--- config.mk ---
export PLATFORM = sky130hd
export DESIGN_NAME = icache_direct
export DESIGN_NICKNAME = d
export VERILOG_FILES = /design/src/rtl/icache_direct.sv
export SDC_FILE = /design/constraint.sdc
export NUM_CORES = 2
export LEC_CHECK = 0
export CORE_ASPECT_RATIO = 0.6
export CORE_UTILIZATION = 65
export DETAILED_ROUTE_END_ITERATION = 8
export HOLD_SLACK_MARGIN = 0.15
export PLACE_DENSITY = 0.87
export SLEW_MARGIN = 40
export SYNTH_ARGS = -nofsm -noshare
export SYNTH_HDL_FRONTEND = slang
export SYNTH_SLANG_ARGS = --single-unit
--- constraint.sdc ---
create_clock -name clk -period 32.2 [get_ports clk]
set_input_delay 3.22 -clock clk [delete_from_list [all_inputs] [get_ports clk]]
set_output_delay 3.22 -clock clk [all_outputs]
set_load 0.02 [all_outputs]
--- src/rtl/icache_direct.sv ---
// Direct-mapped, read-only instruction cache for the fetch port.
// Hits answer combinationally in the same cycle. A miss stalls fetch while
// a full line is read from physical memory into the selected set.
// Also provides invalidate-all and saturating hit/miss counters.
module icache_direct #(
  parameter int S_INDEX  = 3,
  parameter int S_OFFSET = 5,
  parameter int CNT_W    = 16
) (
  input  logic                      clk,
  input  logic                      rst,
  input  logic                      mem_read,
  input  logic [31:0]               mem_address,
  output logic [31:0]               mem_rdata,
  output logic                      mem_resp,
  input  logic                      invalidate,
  output logic                      pmem_read,
  output logic [31:0]               pmem_address,
  input  logic [(8<<S_OFFSET)-1:0]  pmem_rdata,
  input  logic                      pmem_resp,
  output logic [CNT_W-1:0]          hit_count,
  output logic [CNT_W-1:0]          miss_count
);

  localparam int S_TAG  = 32 - S_INDEX - S_OFFSET;
  localparam int SETS   = 1 << S_INDEX;
  localparam int LINE_W = 8 << S_OFFSET;
  localparam int WORD_W = S_OFFSET - 2;
  localparam int LADR_W = 32 - S_OFFSET;

  typedef enum logic [1:0] {
    IDLE  = 2'd0,
    FETCH = 2'd1,
    FILL  = 2'd2
  } state_t;

  state_t state_reg, state_next;

  logic [SETS-1:0]    valid_reg;
  logic [SETS-1:0]    valid_next;
  logic [S_TAG-1:0]   tag_reg  [SETS];
  logic [LINE_W-1:0]  data_reg [SETS];

  // Line address ({tag, index}) of the miss currently being serviced.
  logic [LADR_W-1:0]  miss_line_reg;
  // Set when invalidate arrives while the line is in flight, so the fill
  // lands with its valid bit clear.
  logic               inv_seen_reg;

  logic [CNT_W-1:0]   hit_count_reg;
  logic [CNT_W-1:0]   miss_count_reg;

  logic [S_TAG-1:0]   req_tag;
  logic [S_INDEX-1:0] req_index;
  logic [WORD_W-1:0]  req_word;
  logic [S_INDEX-1:0] miss_index;
  logic [S_TAG-1:0]   miss_tag;
  logic [LINE_W-1:0]  line_sel;
  logic               hit;
  logic               miss;
  logic               fill_en;

  // Byte-within-word bits never select anything in an instruction cache.
  logic               unused_addr_bits;
  assign unused_addr_bits = ^mem_address[1:0];

  assign req_tag    = mem_address[31 -: S_TAG];
  assign req_index  = mem_address[S_OFFSET +: S_INDEX];
  assign req_word   = mem_address[2 +: WORD_W];
  assign miss_index = miss_line_reg[S_INDEX-1:0];
  assign miss_tag   = miss_line_reg[LADR_W-1 -: S_TAG];
  assign line_sel   = data_reg[req_index];

  // Invalidate wins over a hit in the same cycle so fence.i can never be
  // followed by a stale instruction.
  assign hit  = (state_reg == IDLE) && mem_read && !invalidate &&
                valid_reg[req_index] && (tag_reg[req_index] == req_tag);
  assign miss = (state_reg == IDLE) && mem_read && !hit;

  assign mem_resp  = hit;
  assign mem_rdata = hit ? line_sel[{req_word, 5'b00000} +: 32] : 32'd0;

  assign pmem_address = pmem_read ? {miss_line_reg, {S_OFFSET{1'b0}}} : 32'd0;
  assign hit_count    = hit_count_reg;
  assign miss_count   = miss_count_reg;

  // State register; reset abandons any in-flight line read.
  always_ff @(posedge clk) begin
    if (!rst) state_reg <= IDLE;
    else      state_reg <= state_next;
  end

  // Next-state logic and memory-side request generation.
  always_comb begin
    state_next = state_reg;
    pmem_read  = 1'b0;
    fill_en    = 1'b0;
    case (state_reg)
      IDLE: begin
        if (miss) state_next = FETCH;
      end
      FETCH: begin
        pmem_read = 1'b1;
        if (pmem_resp) begin
          fill_en    = 1'b1;
          state_next = FILL;
        end
      end
      FILL: begin
        state_next = IDLE;
      end
      default: begin
        state_next = IDLE;
      end
    endcase
  end

  // Per-set valid update: invalidate clears everything, a fill sets only
  // its own set unless an invalidate was seen during the fetch.
  genvar gi;
  generate
    for (gi = 0; gi < SETS; gi++) begin : g_valid
      assign valid_next[gi] = invalidate ? 1'b0 :
                              (fill_en && (miss_index == S_INDEX'(gi))) ? !inv_seen_reg :
                              valid_reg[gi];
    end
  endgenerate

  // Valid bits are the only reset part of the storage.
  always_ff @(posedge clk) begin
    if (!rst) valid_reg <= '0;
    else      valid_reg <= valid_next;
  end

  // Tag and data arrays take the returned line on completion of a fetch.
  always_ff @(posedge clk) begin
    if (rst && fill_en) begin
      tag_reg[miss_index]  <= miss_tag;
      data_reg[miss_index] <= pmem_rdata;
    end
  end

  // Capture the line address at miss time so the request stays stable even
  // if the fetch address wanders during the fetch.
  always_ff @(posedge clk) begin
    if (!rst)      miss_line_reg <= '0;
    else if (miss) miss_line_reg <= mem_address[31:S_OFFSET];
  end

  // Remember an invalidate that lands while a line is in flight.
  always_ff @(posedge clk) begin
    if (!rst)                                      inv_seen_reg <= 1'b0;
    else if (miss)                                 inv_seen_reg <= 1'b0;
    else if ((state_reg == FETCH) && invalidate)   inv_seen_reg <= 1'b1;
  end

  // Saturating performance counters; a miss counts once when it is detected.
  always_ff @(posedge clk) begin
    if (!rst) begin
      hit_count_reg  <= '0;
      miss_count_reg <= '0;
    end else begin
      if (hit && (hit_count_reg != {CNT_W{1'b1}}))
        hit_count_reg <= hit_count_reg + CNT_W'(1);
      if (miss && (miss_count_reg != {CNT_W{1'b1}}))
        miss_count_reg <= miss_count_reg + CNT_W'(1);
    end
  end

endmodule

Word-level counts from Yosys, hierarchy flattened. Memories as Yosys holds them, arrays and structs flattened. Index checks and enable logic that the tools add are counted.

Output and inout port bits: 98. Logic and storage cells: 70. RAM bits: 2240. Bits in registers: 70. Memories kept: 2. Bits of input ports: 293.

Reductions and logical operators: 25. Magnitude comparators: 1. Equal/unequal tests: 13. Bitwise logic cells: 1. Multiplexer cells: 12. $add $sub $neg: 2. Shift-type cells: 1.

Memories: data_reg (depth 8, width 256, read ports 1, clocked after Yosys merged registers in 0, write ports 1, line 42) `logic [LINE_W-1:0] data_reg [SETS];`; tag_reg (depth 8, width 24, read ports 1, clocked after Yosys merged registers in 0, write ports 1, line 41) `logic [S_TAG-1:0] tag_reg [SETS];`.

Operator list (number): indexed part select 256 x 9 -> 32 bit (1); two-way mux 32 bit (2); adder 16 x 1 -> 16 bit, second input constant (2); != test 16 bit, second input constant (2); equality test 24 bit (1); logical AND 1 bit (17); equality test 3 bit, second input constant (4); equality test 3 x 2 -> 1 bit, second input constant (2); two-way mux 1 bit (6); less-than comparator 3 x 4 -> 1 bit, second input constant (1); two-way mux 2 bit (2); != test 2 bit, second input constant (2); one-hot mux 2 bit (2 select lines) (1); OR reduction 2 bit (2); binary-select mux 1 bit (select 3 bit) (1); equality test 3 x 1 -> 1 bit, second input constant (1); logical NOT 1 bit (3); logical NOT 3 bit (1); equality test 2 x 1 -> 1 bit, second input constant (1); logical NOT 2 bit (1); AND reduction 2 bit (1); NOT 1 bit (1).

Depth between registers and ports, before layout.
Depth in word-level cells: 9. Gate-level depth with buffers: 14. Mapped depth without buffers: 9.

Least setup slack after synthesis. OpenSTA, ideal clock, no wires.

Path kind: input -> register. Start point: input rst. End point: memory data_reg[1][0] in the netlist's numbering (enable). Path buffers: 2. Path slack: 15.700 ns. Arrival time: 15.573 ns. Stages on the path: 4. Library setup time: 0.927 ns. Cell sequence: clkbuf_1 clkbuf_1 nand2_1 nor2_1.

Word-level cells in the longest chain between the ends: 3.

RTL lines: start, declared (line 11) `input logic rst,`; logical AND 1 bit (line 137) `if (rst && fill_en) begin`; two-way mux 1 bit (line 137); two-way mux 1 bit (not written as such) (line 139) `data_reg[miss_index] <= pmem_rdata;`; end, declared (line 42).

No other way between the ends.

Final worst setup path.
Start point: input mem_address[7]. End point: output mem_rdata[4].

Word-level cells in the longest chain between the ends: 5. Elaborated cells between the ends (all ways): 9. Those cells by class: eq/ne: 1; shift: 1; mux: 3; reduce/logical: 2; memory: 2.

RTL lines: start, declared (line 13) `input logic [31:0] mem_address,`; parallel branches: the longest is 4 deep, another holds memory read (8 x 256 bit); two-way mux 32 bit * (line 81) `assign mem_rdata = hit ? line_sel[{req_word, 5'b00000} +: 32] : 32'd0;`; end, declared (line 14) `output logic [31:0] mem_rdata,`.

Every way passes the cells marked *. The select of a mux whose other input is x is not followed.

==> impl_results.md <==
- Worst vdd ir: around 60 uV
- Vias in the first global route: 43200
- Synth Area in Simple Gates: 1.58%
- Final Cycle Share: ~39%
- Fin worst setup slack: 19620 ps
- Leading area contributor after synthesis: edfxtp_1
- Die height: 288 um
- DRT Wirelength: ~220000 um
- Gpl congestion: 0.803
- Leakage power: between 30 and 40 nW
- Final Hold Fails: 0
- Global-route wire length before repair: between 300000 and 400000 um
- Max Cap Viol: 0
- Share of layout cells above drive strength 1: 24.7%
- Critical Path AT: 9360 ps
- Comb power frac: 5.4%
- Routed vias/inst: 6.89
- Fraction of power spent switching nets: 21.0%
- Root Driver: clkbuf_16
- Hold Slack: 482 ps
- Crit-path cells: buf_8 -> buf_16 -> buf_6 -> buf_4 -> nand2_1 -> o22ai_1 -> nor3_1 -> or4b_1 -> nor4_1 -> or4b_4 -> inv_2 -> buf_4 -> and2_1 -> clkdlybuf4s50_1
- CP Max Fanout: 45
- Yosys warns: 0
- Largest register FFs: between 2000 and 2500
- Sequential area share after synthesis: 77.6%
- Min Tclk post-route: ~13000 ps
- Clock tree sinks: 2310
- Main area contributors after synthesis: edfxtp_1 76%, mux4_2 18%, dfxtp_1 1.6%
- Worst skew pair latency: 810 ps
- CTS tree: yes
- Antenna violation net count after detailed routing: 0
- Slew Viols, Final: 0
- Top cell type's share of synthesized area: 76.0%
- Max stage delay on crit path: between 600 and 700 ps
- Clk buf depth: 3
- Outcome: finished, violations left
- Worst rel slew slack: 36.2%
- Area Growth Syn to Fin: 14.1%
- H-tree levels: 4
- FP Rows: 104
- I/O Pins: 391
- Largest net degree at the start of global routing: 120
- # hold bufs at CTS: 0
- Die ar.: 138000 um^2
- Post-Synth Adder-Cell Area: less than 1%
- CP Class: in -> out
- PD cells: 58.3 nW/um^2
- Post-CTS Resized: 0
- F_max: ~80 MHz
- Clock power frac: 38.2%
- Layout fillers: approximately 6800
- Clock Pin Slew Worst Setup and Hold Paths: 60 ps
- Core area: 135000 um^2
- HP Class: reg -> reg
- Worst EP required: 28980 ps
- Final setup vio count: 0
- Sw power: 0.00124 W
- Seq cells post-synth: 2310
- Hpwl dp: roughly 120000 um
- Mux contribution to synthesized area: a little under a fifth
- DR vias: ~43000
- Asr flop ratio synth: 0%
- Grt ovf: 0
- Cell repeated most along the worst path: buf_4
- Initial Utilization: 65.8%
- Post-Synthesis Cells: 3721
- DRC violations left: 22
- Worst clock skew: 21.9 ps
- EDFF count, synth: 2240
- Total CTS buffers: around 190
- Synth Area per Inst: 23.8 um^2
- Initial antenna violation count: 90
- Setup_tns: 0 ps
- Fin util: 75.1%
- Detailed router's first-iteration violation count: approximately 5600
- Syn Std Cell Area: 88500 um^2
- XOR/XNOR Fraction of Synth Area: 0.218%
- Pre-Repair DR Iteration Count: 8
- Routed len/inst: 34.8 um
- PortBufs: between 300 and 400
- Sequential share of power: 56.4%
- Crit end category: output port
- Largest family of logic cells by synthesized area: multiplexers
- Violated checks: design-rule violations
- Die W: 478 um
- P_int: about 0.0046 W
- Worst Tran Pin Value: 956 ps
- Crit-path slowest cell: or4b_4
- Dpl ws: between 15000 and 20000 ps
- Postcts setup bufs: 0
- Crit path launch type: input port
- Nets: between 4000 and 5000
- GRT Overall Usage: 31.6%
- Post-synthesis compound-gate area fraction: 0.862%
- RSZ-0062 raised after global routing: no
- Distinct cells, synth: 50
- Ys flop type: edfxtp_1
-- cell type report --
type                       instances  area [um^2]  share of cell area (%)
sequential                      2310        68700                    68.0
tap                             1802         2250                    2.23
inverter                           8         30.0                  0.0297
clock inverter                   105          704                   0.697
multi-input combinational       1198        19000                    18.8
timing repair buffer             461         4920                    4.87
antenna                           63          158                   0.156
clock buffer                     260         5250                    5.20
-- worst max-delay path, delay by kind of cell --
kind / cells / cell delay, ps
buffers and inverters: 7 / 3290
AO/OA/AOI/OAI: 1 / 290
AND/OR/NAND/NOR: 6 / 2300
-- path summary, 6_finish.rpt --
check | from | end | slack [ps] | depth (start not counted)
max | mem_address[7] | mem_rdata[4] | 19620 | 14
min | hit_count[5]$_SDFFE_PN0P_ | hit_count[5]$_SDFFE_PN0P_ | 480 | 2
max reg2reg | state_reg[1]$_SDFFE_PN0P_ | hit_count[11]$_SDFFE_PN0P_ | 27070 | 10
min reg2reg | hit_count[5]$_SDFFE_PN0P_ | hit_count[5]$_SDFFE_PN0P_ | 480 | 2
-- cell families after synthesis --
kind of cell	count (synthesis)
AND/OR/NAND/NOR	254
other	1
adder cells (fa/ha/maj)	2
buffers and inverters	217
multiplexers	787
XOR/XNOR	22
AO/OA/AOI/OAI	128
flip-flops	2310
-- layout by cell type, fill, tap and decap left out, drive strengths merged, types with 3 or more instances in the layout --
| master | instances |
|---|---|
| and3 | 12 |
| nor2 | 22 |
| clkbuf | 261 |
| and2 | 57 |
| bufinv | 6 |
| nor2b | 7 |
| or3 | 10 |
| o21ai | 37 |
| nor4 | 5 |
| xor2 | 14 |
| diode | 63 |
| o31ai | 7 |
| conb | 5 |
| a21oi | 46 |
| mux4 | 692 |
| mux2 | 22 |
| nand3 | 43 |
| o22ai | 10 |
| nor3 | 6 |
| xnor2 | 8 |
| edfxtp | 2240 |
| clkinvlp | 4 |
| clkinv | 86 |
| mux2i | 73 |
| nand4 | 9 |
| a221oi | 7 |
| a211oi | 9 |
| nand2b | 20 |
| or4 | 7 |
| inv | 17 |
| dfxtp | 70 |
| buf | 83 |
| nand2 | 45 |
| clkdlybuf4s50 | 377 |
| nand3b | 3 |
-- synthesized netlist by cell type, drive strengths merged, types with 10 or more instances --
| master | count |
|---|---|
| edfxtp | 2240 |
| mux4 | 692 |
| clkbuf | 113 |
| buf | 96 |
| mux2i | 73 |
| dfxtp | 70 |
| and2 | 57 |
| a21oi | 46 |
| nand2 | 45 |
| nand3 | 43 |
| o21ai | 37 |
| mux2 | 22 |
| nor2 | 22 |
| nand2b | 20 |
| xor2 | 14 |
| and3 | 12 |
| o22ai | 10 |
| or3 | 10 |
-- power by group through the flow --
stage | Combinational [W] | Sequential [W] | Clock (W)
global route | 0.000332 | 0.00332 | 0.00238
CTS | 0.000317 | 0.00332 | 0.00227
global placement | 0.000299 | 0.00338 | 0
finish | 0.000318 | 0.00332 | 0.00225
floorplan | 0.000167 | 0.00339 | 0
detailed placement | 0.000311 | 0.00338 | 0
-- layer usage --
layer	global-route usage, %	wire [um]
met5	0	234
met3	7.38	22000
met4	14.4	9670
met2	49.3	105000
met1	43.4	78600
-- through the flow --
| step | area (um^2) | power (W) | cells |
|---|---|---|---|
| floorplan | 88500 | 0.00355 | 3725 |
| global placement | 94400 | 0.00368 | 5764 |
| detailed placement | 94800 | 0.00369 | 5777 |
| CTS | 101000 | 0.00590 | 6142 |
| global route | 101000 | 0.00603 | 6194 |
| finish | 101000 | 0.00589 | 6207 |
No activity file was read; power rests on OpenSTA's default activity.
